**src/rtl/audio_sample_pacer.sv**
```systemverilog
// audio_sample_pacer
//
// Buffers duty-cycle samples written by the CPU in a small FIFO and releases
// one sample per fixed sample period to the PWM serializer, so playback rate
// is set by the clock rather than by software timing.
//
// Parameters:
//   WIDTH      sample / duty-cycle width in bits
//   DEPTH      FIFO entries (power of two, >= 2)
//   SAMPLE_DIV clock cycles per sample period (>= 2)
//
// Ports:
//   clock        system clock
//   reset        synchronous reset, active-high
//   enable       playback enable; low holds the divider at 0 and stops ticks
//   wr_en        one-cycle write strobe
//   wr_data      sample to enqueue
//   clr_flags    one-cycle strobe clearing both sticky flags
//   duty_cycle   registered sample driving the PWM serializer
//   sample_tick  one-cycle pulse at each sample boundary
//   fifo_count   current occupancy, 0..DEPTH
//   full         fifo_count == DEPTH
//   empty        fifo_count == 0
//   overflow     sticky: a write was dropped
//   underrun     sticky: a tick occurred while the FIFO was empty
module audio_sample_pacer #(
    parameter int WIDTH      = 10,
    parameter int DEPTH      = 16,
    parameter int SAMPLE_DIV = 1134
) (
    input  logic                       clock,
    input  logic                       reset,
    input  logic                       enable,
    input  logic                       wr_en,
    input  logic [WIDTH-1:0]           wr_data,
    input  logic                       clr_flags,
    output logic [WIDTH-1:0]           duty_cycle,
    output logic                       sample_tick,
    output logic [$clog2(DEPTH):0]     fifo_count,
    output logic                       full,
    output logic                       empty,
    output logic                       overflow,
    output logic                       underrun
);

    localparam int AW   = $clog2(DEPTH);
    localparam int CW   = AW + 1;
    localparam int DIVW = $clog2(SAMPLE_DIV);

    localparam logic [CW-1:0]   FULL_CNT = CW'(DEPTH);
    localparam logic [DIVW-1:0] DIV_LAST = DIVW'(SAMPLE_DIV - 1);

    logic [WIDTH-1:0] mem [DEPTH];
    logic [AW-1:0]    rd_ptr;
    logic [AW-1:0]    wr_ptr;
    logic [DIVW-1:0]  div;
    logic [CW-1:0]    count_nxt;

    logic tick_p0;
    logic do_pop;
    logic do_push;
    logic ovf_set;
    logic udr_set;

    // Stage 0: tick decision and FIFO handshakes (combinational)
    // A push into a full FIFO is still accepted when the same cycle pops,
    // because the pop frees the slot the push needs.
    always_comb begin
        tick_p0 = enable && (div == DIV_LAST);
        do_pop  = tick_p0 && !empty;
        do_push = wr_en && (!full || do_pop);
        ovf_set = wr_en && !do_push;
        udr_set = tick_p0 && empty;

        count_nxt = fifo_count;
        case ({do_push, do_pop})
            2'b10:   count_nxt = fifo_count + CW'(1);
            2'b01:   count_nxt = fifo_count - CW'(1);
            default: count_nxt = fifo_count;
        endcase
    end

    // Sample storage is not reset; its contents are meaningless until written.
    always_ff @(posedge clock) begin
        if (do_push) begin
            mem[wr_ptr] <= wr_data;
        end
    end

    // Stage 1: registered outputs, pointers, divider and sticky flags
    always_ff @(posedge clock) begin
        if (reset) begin
            div         <= '0;
            rd_ptr      <= '0;
            wr_ptr      <= '0;
            fifo_count  <= '0;
            duty_cycle  <= '0;
            sample_tick <= 1'b0;
            overflow    <= 1'b0;
            underrun    <= 1'b0;
            full        <= 1'b0;
            empty       <= 1'b1;
        end else begin
            if (!enable || tick_p0) begin
                div <= '0;
            end else begin
                div <= div + DIVW'(1);
            end

            sample_tick <= tick_p0;

            if (do_pop) begin
                duty_cycle <= mem[rd_ptr];
                rd_ptr     <= rd_ptr + AW'(1);
            end

            if (do_push) begin
                wr_ptr <= wr_ptr + AW'(1);
            end

            fifo_count <= count_nxt;
            full       <= (count_nxt == FULL_CNT);
            empty      <= (count_nxt == '0);

            // A new set event takes priority over a coincident clear.
            overflow <= ovf_set || (overflow && !clr_flags);
            underrun <= udr_set || (underrun && !clr_flags);
        end
    end

endmodule

```
**config.mk**
```make
export PLATFORM = sky130hd
export DESIGN_NAME = audio_sample_pacer
export DESIGN_NICKNAME = d
export VERILOG_FILES = /design/src/rtl/audio_sample_pacer.sv
export SDC_FILE = /design/constraint.sdc
export NUM_CORES = 1
export LEC_CHECK = 0
export ABC_CLOCK_PERIOD_IN_PS = 4300
export CAP_MARGIN = 20
export CORE_MARGIN = 3
export CORE_UTILIZATION = 47
export CTS_CLUSTER_SIZE = 16
export DETAILED_ROUTE_END_ITERATION = 16
export PLACE_DENSITY = 0.72
export SLEW_MARGIN = 20
export SYNTH_ARGS = -nofsm -noshare
export SYNTH_HDL_FRONTEND = slang
export SYNTH_SLANG_ARGS = --single-unit
```
**constraint.sdc**
```tcl
create_clock -name clock -period 4.3 [get_ports clock]
set_input_delay 0.86 -clock clock [delete_from_list [all_inputs] [get_ports clock]]
set_output_delay 0.86 -clock clock [all_outputs]
set_load 0.05 [all_outputs]
```
==> results.py, run 1 <==
metrics = {
    "status": {
        "status": "complete, no violations",
    },
    "critical_path": {
        "crit_arrival_ns": 3.85,
        "required_ns": 4.65,
        "critPathMaxStageDelay_ns": 0.52,
        "timing.rr.end": "full$_SDFF_PP0_",
        "critPathSlowestCell": "clkdlybuf4s50_1",
        "critPathLaunchType": "primary input",
        "reg2reg_slack_ns": 0.83,
        "r2r_cells": 10,
        "end_kind": "flip-flop",
        "worstSetupPathType": "primary input to flip-flop",
        "regToRegStartpoint": "div[0]$_SDFF_PP0_",
        "crit_chain": "clkdlybuf4s50_1 -> nand2b_1 -> or4_4 -> inv_1 -> ha_1 -> fa_1 -> or3b_2 -> o21ai_0 -> nand3_1 -> a211oi_1",
        "cp_max_fo": 6,
    },
    "finish": {
        "multiInputGateArea_um2": 2175,
        "diodes": 0,
        "layout-drive-gt1-share_pct": 14.87,
        "nets": 572,
        "fin_cells": 774,
        "area_delta_synth_final_pct": 15.93,
        "regArea_um2": 5587,
        "fill_cells": 1241,
    },
    "yosys": {
        "syn-num-nets": 522,
        "yosysSeqAreaShare_pct": 70.74,
        "syn_avg_cell_area_um2": 15.95,
        "yosys.area.top_type_share_pct": 60.86,
        "synth_cell_type_count": 46,
        "synthArstFlopShare_pct": 0,
        "synth_top_cells_by_count": "160 x edfxtp_1, 44 x mux2i_1, 39 x dfxtp_1",
        "synth_edf_count": 160,
        "synth.area.top_cells": "edfxtp_1 61%, dfxtp_1 9.9%, mux4_2 5.7%",
        "yosys_warnings": 0,
        "ys_ff_latch": 199,
        "synthFlopType": "edfxtp_1",
        "yosysTopAreaCell": "edfxtp_1",
        "synth_cells": 495,
        "synth.most_common_cell": "edfxtp_1",
        "syn_area_um2": 7895,
    },
    "global_routing": {
        "grt_pass1_wl_um": 25160,
        "grt_max_degree": 33,
        "antenna_found_initial": 0,
        "grt_overflow_total": 0,
        "grt_usage_pct": 18.62,
        "grt_pass1_vias": 4465,
    },
    "cts": {
        "clk_latency_ns": 0.43,
        "cts.clk_slew.worst_paths_ns": 0.07,
        "clock_sinks": 199,
        "cts_resized": 0,
        "hold_buffers": 0,
        "cts_tree": "built",
        "htree_levels": 4,
        "cts_made_buffers": 17,
        "cts_root_buf": "clkbuf_16",
        "cts_setup_buffers": 0,
        "cts.path.max_buffers": 2,
    },
    "sta": {
        "fmax_ghz": 0.2859,
        "rsz0062_at_grt": "no",
        "max_slew_margin_pct": 41.91,
        "setup_viol": 0,
        "period_share_pct": 81.34,
        "slew_violations": 0,
        "tns_ns": 0,
        "hold_viol": 0,
        "fin_crit_ns": 3.498,
        "finalClockSkew_ns": 0.01027,
        "worst_pin_slew_ns": 0.8695,
    },
    "floorplanning": {
        "std_cell_rows": 46,
        "die_x_um": 135.6,
        "core_area_um2": 16170,
        "die_area_um2": 18390,
        "die_h_um": 135.6,
        "floorplan.initialDensity_pct": 48.82,
        "num_io_pins": 35,
    },
    "route": {
        "vias": 4409,
        "viasPerCell": 5.696,
        "drtAntennaViolNets": 0,
        "firstDrtPassIters": 7,
        "drt_iter0_drc": 419,
        "drt-wirelength-per-cell_um": 20.93,
        "wirelength_um": 16200,
        "drcViolationCount": 0,
    },
    "pwr": {
        "ir_drop_mv": 0.2874,
        "power.density_nw_per_um2": 413.7,
        "p_leak_uw": 0.002926,
    },
    "placed_design": {
        "place.gp.congestion": 0.8059,
        "hpwl_um": 10640,
        "place_inst": 742,
        "port-buffer-count": 34,
    },
    "worst_hold_path": {
        "hp-class": "flip-flop to flip-flop",
        "hold_path_end": "underrun$_SDFF_PP0_",
        "hp-start": "underrun$_SDFF_PP0_",
        "worstHoldPathCells": 2,
    },
    "flow_run": {
        "cap_violations": 0,
    },
}
==> stage by stage <==
| stage | hold WS [ns] | instance area [um^2] | setup slack [ns] | util [%] | power [uW] |
|---|---|---|---|---|---|
| after floorplan | 0.4685 | 7895 | 0.9079 | - | 2209 |
| after global placement | 0.4641 | 8574 | 0.4728 | 53.02 | 2268 |
| after detailed placement | 0.4711 | 8574 | 0.3639 | 53.02 | 2275 |
| after CTS | 0.4878 | 9153 | 0.8200 | 56.59 | 3807 |
| after global routing | 0.5460 | 9153 | 0.6149 | 56.59 | 3911 |
| final | 0.4855 | 9153 | 0.8022 | 56.59 | 3786 |
==> cells by family after synthesis <==
family / synth area share, %
adder cells (fa/ha/maj): 1.997
multiplexers: 11.28
flip-flops: 70.74
AO/OA/AOI/OAI: 6.482
AND/OR/NAND/NOR: 6.450
buffers and inverters: 1.711
XOR/XNOR: 1.331
==> registers in the layout, indices dropped and copies added, names as in the netlist, 4 cells and up <==
name,flops
duty_cycle,10
div,11
rd_ptr,4
mem,160
fifo_count,5
wr_ptr,4
==> how the worst max path moves through the flow <==
stage	start	depth (start not counted)	end	slack, ns
2_1_floorplan	enable	10	full$_SDFF_PP0_	0.91
3_3_place_gp	enable	10	full$_SDFF_PP0_	0.47
3_5_place_dp	enable	10	full$_SDFF_PP0_	0.36
4_1_cts	enable	10	full$_SDFF_PP0_	0.82
5_1_grt	div[0]$_SDFF_PP0_	10	full$_SDFF_PP0_	0.61
6_report	enable	10	full$_SDFF_PP0_	0.80
==> critical path: cells and delay by family <==
kind,cells,cell delay [ns]
adder cells (fa/ha/maj),2,0.76
AND/OR/NAND/NOR,4,1.15
AO/OA/AOI/OAI,2,0.46
buffers and inverters,2,0.61
==> final cells by class <==
| class | count | share of cell area [%] |
|---|---|---|
| Clock inverter | 14 | 1.627 |
| Clock buffer | 18 | 4.689 |
| Tap cell | 216 | 2.953 |
| Multi-Input combinational cell | 262 | 23.76 |
| Timing Repair Buffer | 57 | 5.605 |
| Sequential cell | 199 | 61.04 |
| Inverter | 8 | 0.3281 |
==> routing by layer <==
| metal | vias up | global-route usage (%) | wire length (um) |
|---|---|---|---|
| met5 | - | 0 | 0 |
| met4 | 0 | 6.439 | 229 |
| met3 | 16 | 4.272 | 749 |
| met2 | 93 | 30.84 | 8321 |
| met1 | 2252 | 24.39 | 6903 |
| li1 | 2048 | - | - |
==> power breakdown <==
part           internal [uW]  leakage, uW  total [uW]  switching, uW
Clock                    861     0.000274        1550            693
Sequential              2100      0.00176        2110           11.6
Combinational           43.4     0.000891         123           79.7
==> cell usage in the layout (no fill, tap or decap), types with 3 or more instances in the layout <==
master | Yosys | routed
inv_1 | 8 | 8
o21ai_0 | 5 | 5
o21bai_1 | 10 | 10
o22ai_1 | 20 | 20
nand2_1 | 16 | 16
or3_1 | 3 | 3
clkinvlp_4 | 0 | 4
a21oi_1 | 10 | 10
xor2_1 | 9 | 9
or3b_2 | 3 | 3
ha_1 | 11 | 11
buf_4 | 1 | 23
nand4_1 | 4 | 4
a211oi_1 | 12 | 12
nand3_1 | 15 | 15
a31oi_1 | 10 | 10
mux2i_1 | 44 | 44
xnor2_1 | 3 | 3
dfxtp_1 | 39 | 38
nor3_1 | 5 | 5
clkinv_2 | 0 | 3
mux4_2 | 20 | 20
clkdlybuf4s50_1 | 0 | 34
inv_6 | 0 | 4
nor2_1 | 32 | 32
edfxtp_1 | 160 | 160
clkbuf_16 | 0 | 17
nand2b_1 | 3 | 3
nor3b_1 | 3 | 3
(Power assumes the default switching activity.)
==> run 2: changes to the inputs <==
Settings changed: ABC_CLOCK_PERIOD_IN_PS 4300 to 3000, PLACE_DENSITY 0.72 to 0.75.
Clock period 4.3 ns to 3 ns, I/O delays scaled along.
==> results.py, run 2 (synthesis results as in run 1) <==
metrics = {
    "sta": {
        "finalHoldWorstSlack_ns": 0.4879,
        "period_share_pct": 101.2,
        "setup_ws_ns": -0.03574,
        "hold_viol": 0,
        "finalClockSkew_ns": 0.009915,
        "tns_ns": -0.04496,
        "slew_violations": 0,
        "rsz0062_at_grt": "yes",
        "max_slew_margin_pct": 50.32,
        "setup_viol": 2,
        "worst_pin_slew_ns": 0.7437,
        "fin_crit_ns": 3.036,
        "fmax_ghz": 0.3294,
    },
    "route": {
        "drcViolationCount": 0,
        "drt-wirelength-per-cell_um": 19.85,
        "viasPerCell": 5.676,
        "drtAntennaViolNets": 0,
        "wirelength_um": 15600,
        "firstDrtPassIters": 5,
        "vias": 4461,
        "drt_iter0_drc": 386,
    },
    "status": {
        "failed_checks": "setup timing",
        "status": "finished with violations",
    },
    "placed_design": {
        "dp_slack_ns": -0.4409,
        "hpwl_um": 10460,
        "port-buffer-count": 34,
        "place.gp.congestion": 0.8304,
        "place_inst": 751,
    },
    "finish": {
        "diodes": 0,
        "area_delta_synth_final_pct": 18.23,
        "largest-register": "mem",
        "layout_commonest_cell": "edfxtp_1",
        "nets": 584,
        "fin_cells": 786,
        "reg_top3": "mem: 160 flops, div: 11 flops, duty_cycle: 10 flops",
        "layout_common_cells": "160 x edfxtp_1, 44 x mux2i_1, 36 x dfxtp_1, 34 x clkdlybuf4s50_1, 33 x buf_4",
        "largest_reg_flops": 160,
        "layout-drive-gt1-share_pct": 18.42,
        "fill_cells": 1197,
    },
    "pwr": {
        "power.density_nw_per_um2": 577.3,
        "ir_drop_mv": 0.4444,
        "p_leak_uw": 0.003002,
        "p_seq_share_pct": 56.1,
        "cell_internal_pwr_uw": 4253,
        "clkPwrFrac_pct": 40.3,
        "p_total_uw": 5388,
        "p_switching_uw": 1135,
        "switching_share_pct": 21.07,
        "combPwrFrac_pct": 3.7,
    },
    "global_routing": {
        "grt_pass1_vias": 4458,
        "grt_overflow_total": 0,
        "antenna_found_initial": 0,
        "grt_usage_pct": 17.80,
        "grt_pass1_wl_um": 24470,
        "grt_max_degree": 57,
    },
    "cts": {
        "cts.path.max_buffers": 2,
        "hold_buffers": 0,
        "cts_tree": "built",
        "cts_made_buffers": 17,
        "clock_sinks": 199,
        "htree_levels": 4,
        "cts_root_buf": "clkbuf_16",
        "clk_latency_ns": 0.42,
        "cts.clk_slew.worst_paths_ns": 0.07,
    },
    "critical_path": {
        "end_kind": "flip-flop",
        "crit_arrival_ns": 3.41,
        "worstSetupPathType": "flip-flop to flip-flop",
        "required_ns": 3.37,
        "cp_max_fo": 6,
        "critPathLaunchType": "flip-flop",
    },
    "floorplanning": {
        "core_area_um2": 16170,
        "num_io_pins": 35,
        "die_area_um2": 18390,
        "die_x_um": 135.6,
        "floorplan.initialDensity_pct": 48.82,
        "std_cell_rows": 46,
        "die_h_um": 135.6,
    },
    "worst_hold_path": {
        "hp-class": "flip-flop to flip-flop",
    },
    "flow_run": {
        "cap_violations": 0,
    },
}
==> run 2: cell types whose count changed in the layout (fill, tap and decap cells not counted), sizes merged <==
cell and change:
buf +12, bufinv -1, clkinv +2, clkinvlp -2
inv +1
==> run 2: final timing paths <==
kind	startpoint	end	slack (ns)	cells past startpoint
max	div[9]$_SDFF_PP0_	empty$_SDFF_PP1_	-0.04	9
min	underrun$_SDFF_PP0_	underrun$_SDFF_PP0_	0.49	2
max reg2reg	div[9]$_SDFF_PP0_	empty$_SDFF_PP1_	-0.04	9
min reg2reg	underrun$_SDFF_PP0_	underrun$_SDFF_PP0_	0.49	2
==> run 2: per-stage QoR <==
step	utilization (%)	instance area, um^2
6_report	57.71	9334
5_1_grt	57.71	9334
4_1_cts	57.41	9285
3_5_place_dp	53.78	8697
3_3_place_gp	53.78	8697
2_1_floorplan	-	7931
==> run 2: timing repair <==
item	CTS	global route
pin swaps	1	0
endpoints found under the setup margin	2	2
resized for setup	2	8
setup buffers	1	2
cloned	0	0
endpoints found under the hold margin	0	0
==> run 2: layer usage <==
layer	routed length, um	GRT usage, %
met3	910	3.975
met1	6626	23.99
met5	0	0
met4	249	6.327
met2	7815	28.76
==> run 2: layout make-up <==
cell class | count | area, um^2 | share of cell area (%)
Sequential cell | 199 | 5589 | 59.88
Multi-Input combinational cell | 262 | 2242 | 24.02
Timing Repair Buffer | 69 | 628.1 | 6.729
Clock buffer | 18 | 429.2 | 4.598
Tap cell | 216 | 270.3 | 2.895
Clock inverter | 14 | 142.6 | 1.528
Inverter | 8 | 32.53 | 0.3485
==> run 2: power groups by stage <==
stage,clock (uW),combinational (uW),sequential [uW]
final,2170,197,3020
after global routing,2320,214,3020
after CTS,2210,189,3020
after detailed placement,0,187,3080
after global placement,0,178,3080
after floorplan,0,73.0,3100
==> run 2: critical path: stages, from the launching register on <==
cell and delay (ns):
dfxtp_1 0.33, or4b_4 0.58, or4_4 0.46, inv_4 0.09, ha_4 0.17, fa_1 0.41, or3b_4 0.41, o21ai_4 0.19
and3_1 0.18, a31o_2 0.15
